[src/rtl/fetch_stage_if.sv]
// Instruction-memory request/response bus between the fetch stage and imem.
// One request may be outstanding; the fetch side owns req/addr, memory owns
// ready/rvalid/rdata.
interface fetch_stage_if;
    logic        imem_req;
    logic [63:0] imem_addr;
    logic        imem_ready;
    logic        imem_rvalid;
    logic [31:0] imem_rdata;

    modport master (
        output imem_req,
        output imem_addr,
        input  imem_ready,
        input  imem_rvalid,
        input  imem_rdata
    );

    modport slave (
        input  imem_req,
        input  imem_addr,
        output imem_ready,
        output imem_rvalid,
        output imem_rdata
    );
endinterface

[src/rtl/fetch_stage.sv]
// RV64 instruction-fetch stage: owns the PC, issues one word request at a
// time to instruction memory and fills the IF/ID register read by decode.
// A one-entry skid buffer parks a response that returns while decode is
// stalled on a valid instruction; a branch flush squashes everything in
// flight, including a response still owed by memory (drained in S_DRAIN).
module fetch_stage #(
    parameter logic [63:0] RESET_PC = 64'h0,
    parameter logic [31:0] NOP_INST = 32'h0000_0013
) (
    input  logic                 clk,
    input  logic                 reset,
    input  logic                 stall,
    input  logic                 flush,
    input  logic [63:0]          branch_target,
    fetch_stage_if.master        imem,
    output logic [31:0]          inst,
    output logic [63:0]          pc_out,
    output logic                 inst_valid
);
    typedef enum logic [2:0] {S_IDLE, S_REQ, S_WAIT, S_HOLD, S_DRAIN} state_t;

    state_t      state, state_nxt;
    logic [63:0] pc;
    logic [63:0] fetch_pc;
    logic [63:0] skid_pc;
    logic [31:0] skid_inst;
    logic        skid_vld;
    logic [63:0] redirect_pc;
    logic        req_c;
    logic        accept;
    logic        rsp_load;
    logic        rsp_skid;
    logic        skid_load;

    assign redirect_pc    = branch_target & ~64'h3;
    assign imem.imem_req  = req_c;
    assign imem.imem_addr = pc;

    // Next-state and per-cycle action decode; flush overrides every state.
    always_comb begin
        state_nxt = state;
        req_c     = 1'b0;
        accept    = 1'b0;
        rsp_load  = 1'b0;
        rsp_skid  = 1'b0;
        skid_load = 1'b0;
        if (flush) begin
            if ((state == S_WAIT || state == S_DRAIN) && !imem.imem_rvalid)
                state_nxt = S_DRAIN;
            else
                state_nxt = S_REQ;
        end else begin
            case (state)
                S_IDLE: state_nxt = S_REQ;
                S_REQ: begin
                    req_c = 1'b1;
                    if (imem.imem_ready) begin
                        accept    = 1'b1;
                        state_nxt = S_WAIT;
                    end
                end
                S_WAIT: begin
                    if (imem.imem_rvalid) begin
                        if (!inst_valid || !stall) begin
                            rsp_load  = 1'b1;
                            state_nxt = S_REQ;
                        end else begin
                            rsp_skid  = 1'b1;
                            state_nxt = S_HOLD;
                        end
                    end
                end
                S_HOLD: begin
                    if (!stall) begin
                        skid_load = skid_vld;
                        state_nxt = S_REQ;
                    end
                end
                S_DRAIN: begin
                    if (imem.imem_rvalid)
                        state_nxt = S_REQ;
                end
                default: state_nxt = S_IDLE;
            endcase
        end
    end

    // FSM state register.
    always_ff @(posedge clk or negedge reset) begin
        if (!reset)
            state <= S_IDLE;
        else
            state <= state_nxt;
    end

    // PC advances on an accepted request; a flush redirects it.
    always_ff @(posedge clk or negedge reset) begin
        if (!reset) begin
            pc       <= RESET_PC;
            fetch_pc <= 64'h0;
        end else if (flush) begin
            pc <= redirect_pc;
        end else if (accept) begin
            fetch_pc <= pc;
            pc       <= pc + 64'd4;
        end
    end

    // Skid buffer: captures a response that arrives while IF/ID is held.
    always_ff @(posedge clk or negedge reset) begin
        if (!reset) begin
            skid_vld  <= 1'b0;
            skid_inst <= NOP_INST;
            skid_pc   <= 64'h0;
        end else if (flush || skid_load) begin
            skid_vld <= 1'b0;
        end else if (rsp_skid) begin
            skid_vld  <= 1'b1;
            skid_inst <= imem.imem_rdata;
            skid_pc   <= fetch_pc;
        end
    end

    // IF/ID register: load new work, or retire the consumed slot to a NOP.
    always_ff @(posedge clk or negedge reset) begin
        if (!reset) begin
            inst       <= NOP_INST;
            pc_out     <= 64'h0;
            inst_valid <= 1'b0;
        end else if (flush) begin
            inst       <= NOP_INST;
            inst_valid <= 1'b0;
        end else if (rsp_load) begin
            inst       <= imem.imem_rdata;
            pc_out     <= fetch_pc;
            inst_valid <= 1'b1;
        end else if (skid_load) begin
            inst       <= skid_inst;
            pc_out     <= skid_pc;
            inst_valid <= 1'b1;
        end else if (!stall) begin
            inst       <= NOP_INST;
            inst_valid <= 1'b0;
        end
    end
endmodule

[src/flat_wrapper.sv]
// flat-port wrapper written by rule: the top's interface ports become plain ports
module fetch_stage_flat 
#(
    parameter logic [63:0] RESET_PC = 64'h0,
    parameter logic [31:0] NOP_INST = 32'h0000_0013
)
  (clk, reset, stall, flush, branch_target, inst, pc_out, inst_valid, imem_imem_req, imem_imem_addr, imem_imem_ready, imem_imem_rvalid, imem_imem_rdata);
  fetch_stage_if imem_i ();
  input  logic clk;
  input  logic reset;
  input  logic stall;
  input  logic flush;
  input  logic [63:0] branch_target;
  output logic [31:0] inst;
  output logic [63:0] pc_out;
  output logic inst_valid;
  output wire logic [$bits(imem_i.imem_req)-1:0] imem_imem_req;
  output wire logic [$bits(imem_i.imem_addr)-1:0] imem_imem_addr;
  input wire logic [$bits(imem_i.imem_ready)-1:0] imem_imem_ready;
  input wire logic [$bits(imem_i.imem_rvalid)-1:0] imem_imem_rvalid;
  input wire logic [$bits(imem_i.imem_rdata)-1:0] imem_imem_rdata;
  assign imem_imem_req = imem_i.imem_req;
  assign imem_imem_addr = imem_i.imem_addr;
  assign imem_i.imem_ready = imem_imem_ready;
  assign imem_i.imem_rvalid = imem_imem_rvalid;
  assign imem_i.imem_rdata = imem_imem_rdata;
  fetch_stage #(.RESET_PC(RESET_PC), .NOP_INST(NOP_INST)) u_core (.clk(clk), .reset(reset), .stall(stall), .flush(flush), .branch_target(branch_target), .imem(imem_i), .inst(inst), .pc_out(pc_out), .inst_valid(inst_valid));
endmodule
[config.mk]
export PLATFORM = sky130hd
export DESIGN_NAME = fetch_stage_flat
export DESIGN_NICKNAME = d
export VERILOG_FILES = /design/src/rtl/fetch_stage_if.sv /design/src/rtl/fetch_stage.sv /design/src/flat_wrapper.sv
export SDC_FILE = /design/constraint.sdc
export NUM_CORES = 1
export LEC_CHECK = 0
export ABC_AREA = 0
export CORE_MARGIN = 3
export CORE_UTILIZATION = 56
export CTS_CLUSTER_SIZE = 25
export DETAILED_ROUTE_END_ITERATION = 7
export GPL_ROUTABILITY_DRIVEN = 0
export PLACE_DENSITY = 0.82
export SYNTH_ARGS = -nofsm -noshare
export SYNTH_HDL_FRONTEND = slang
export SYNTH_SLANG_ARGS = --single-unit
[constraint.sdc]
create_clock -name clk -period 6.1 [get_ports clk]
set_input_delay 1.83 -clock clk [delete_from_list [all_inputs] [get_ports clk]]
set_output_delay 1.83 -clock clk [all_outputs]
set_load 0.1 [all_outputs]
==> results.sh <==
export IMPL_grt_ovfl_total=0
export IMPL_netlist_instances=1232
export IMPL_crit_required_ns=4.27
export IMPL_core_mm2=0.0238
export IMPL_num_antenna_cells=0
export IMPL_synth_top_area_share_pct=56.5
export IMPL_cp_arrival_ns=2.88
export IMPL_grt_max_degree=132
export IMPL_ys_flop_type="dfrtp_1"
export IMPL_synth_area_mm2=0.0138
export IMPL_cts_clk_slew_worst_paths_ns=0.06
export IMPL_vias=10820
export IMPL_rsz0062_at_grt="no"
export IMPL_p_leak_nw=8.13
export IMPL_drc=0
export IMPL_cp_common_cell="buf_4"
export IMPL_syn_avg_cell_area_um2=11.2
export IMPL_row_count=56
export IMPL_cts_buffer_depth=3
export IMPL_synthTopCellsByArea="dfrtp_1 56%, mux2_2 13%, nand2_1 5.7%"
export IMPL_die_area_mm2=0.0265
export IMPL_num_io_pins=264
export IMPL_relSlewSlack_pct=17.7
export IMPL_cts_tree="built"
export IMPL_start_util_pct=57.9
export IMPL_nets=1573
export IMPL_synthArstFlopShare_pct=100
export IMPL_ys_seq_elements=317
export IMPL_whs_ns=0.461
export IMPL_fin_crit_sh_pct=77.3
export IMPL_cp_end_kind="primary output"
export IMPL_ys_warn_count=0
export IMPL_cts_resized=0
export IMPL_hp_class="reg -> reg"
export IMPL_port_buffers=257
export IMPL_hold_viol_final=0
export IMPL_post_cts_buffers=0
export IMPL_ir_worst_vdd_uv=481
export IMPL_layout_area_overhead_vs_synth_pct=29.5
export IMPL_grt_use_total_pct=28.0
export IMPL_path_max_fanout=24
export IMPL_start_kind="input port"
export IMPL_worstMarginPinSlew_ns=1.23
export IMPL_firstDrtPassIters=6
export IMPL_min_period_ns=4.71
export IMPL_via_per_inst=5.97
export IMPL_place_detailed_hpwl_mm=23.7
export IMPL_yosys_top_cells_count="311 x dfrtp_1, 208 x nand2_1, 162 x mux2_2"
export IMPL_synth_cell_type_count=53
export IMPL_maxCapViolCount=0
export IMPL_hold_path_depth=2
export IMPL_yosys_cell_count_top_type="dfrtp_1"
export IMPL_grt_pass1_wl_mm=59.0
export IMPL_clock_root_buffer="clkbuf_16"
export IMPL_yosysSeqAreaShare_pct=57.6
export IMPL_clock_fmax_mhz=212
export IMPL_path_cells="buf_4, nor4b_2, buf_4"
export IMPL_ff2ff_path_depth=6
export IMPL_routed_wl_mm=37.2
export IMPL_yosysTopAreaCell="dfrtp_1"
export IMPL_skew_ns=0.0152
export IMPL_htreeDepth=2
export IMPL_synth_edf_count=0
export IMPL_fin_tns_setup_ns=0
export IMPL_drt_iter0_drc=1001
export IMPL_slowest_delay_ns=0.46
export IMPL_drive_gt1_share_pct=17.7
export IMPL_ant_nets=0
export IMPL_cts_hold_buf=0
export IMPL_report_final_slew_viol_count=0
export IMPL_wl_per_cell_um=20.5
export IMPL_finalSetupViolations=0
export IMPL_cts_buffers=34
export IMPL_slowest_stage="nor4b_2"
export IMPL_status="completed"
export IMPL_fillers=1561
export IMPL_path_class="in -> out"
export IMPL_powerDensity_mw_per_mm2=470
export IMPL_grt_pass1_vias=10925
export IMPL_die_h_um=163
export IMPL_die_w_um=163
export IMPL_insertion_delay_ns=0.51
export IMPL_clock_sinks=317
export IMPL_antenna_found_initial=4
flip-flops by register name, summed over array words and instances (netlist names):
| register | count |
|---|---|
| u_core.skid_inst | 32 |
| u_core.imem.imem_addr | 62 |
| u_core.inst | 32 |
| u_core.fetch_pc | 62 |
| u_core.state | 3 |
| u_core.skid_vld | 1 |
| u_core.skid_pc | 62 |
| u_core.pc_out | 62 |
| u_core.inst_valid | 1 |
routing by layer:
layer	wire length [um]	part of all wire, %	vias up	GRT usage (%)
met4	899	2.4	8	8.54
li1	-	-	4803	-
met3	2980	8.0	84	6.69
met1	15200	41	5488	37.6
met5	49	0.13	-	0
met2	18100	49	437	45.5
cell type report:
class / count / area, um^2 / share of cell area, %
sequential: 317 / 7940 / 44.5
multi-input combinational: 804 / 5440 / 30.5
timing repair buffer: 275 / 2730 / 15.3
clock buffer: 48 / 1050 / 5.87
tap: 319 / 399 / 2.24
clock inverter: 12 / 145 / 0.813
inverter: 38 / 143 / 0.799
final timing paths:
kind / startpoint / end / slack [ns]
max in group asynchronous: reset / u_core.pc_out[51]$_DFFE_PN0P_ / 3.60
worst max-delay path: flush / imem_imem_req / 1.39
worst min register to register: u_core.inst[1]$_DFFE_PN1P_ / u_core.inst[1]$_DFFE_PN1P_ / 0.46
worst min-delay path: u_core.inst[1]$_DFFE_PN1P_ / u_core.inst[1]$_DFFE_PN1P_ / 0.46
min in group asynchronous: reset / u_core.pc_out[8]$_DFFE_PN0P_ / 1.44
worst max register to register: u_core.imem.imem_addr[9]$_DFFE_PN0P_ / u_core.imem.imem_addr[55]$_DFFE_PN0P_ / 3.41
kinds of logic (layout without fill, tap and decap cells):
group | Yosys count | after routing | synth area share (%)
AO/OA/AOI/OAI | 164 | 164 | 7.91
XOR/XNOR | 56 | 56 | 3.56
adder cells (fa/ha/maj) | 1 | 1 | 0.0908
buffers and inverters | 114 | 373 | 3.32
flip-flops | 317 | 317 | 57.6
multiplexers | 166 | 166 | 13.5
other | 1 | 4 | 0.0272
AND/OR/NAND/NOR | 413 | 413 | 14.0
report_power, final:
part / total (mW) / internal (mW) / switching [mW]
registers: 2.98 / 2.58 / 0.401
logic: 3.25 / 0.852 / 2.40
clock network: 2.16 / 1.33 / 0.831
cells in the final DEF (no fill, tap or decap), types with 27 or more instances in the layout:
master,instances
nand3_1,27
xor2_1,31
clkbuf_16,37
nand2_1,207
mux2_2,162
dfrtp_1,311
clkdlybuf4s50_1,254
nor2_1,81
o21ai_0,35
a31oi_1,63
inv_1,38
a222oi_1,29
critical path: cells and delay by family:
kind	cells	cell delay, ns
buf+inv	2	0.58
simple gates	1	0.46
metrics by stage:
stage                     worst slack [ns]  power (mW)  instance area (um^2)  std cells  util [%]
after floorplan                      0.664        5.35                 13800       1235         -
after global placement                1.42        6.19                 16700       1753      69.9
after detailed placement              1.40        6.25                 16700       1753      69.9
after CTS                             1.40        8.44                 17800       1813      74.9
after global routing                  1.36        8.69                 17800       1813      74.9
final                                 1.39        8.39                 17800       1813      74.9
Note: power is estimated with default switching activity, not from simulation.
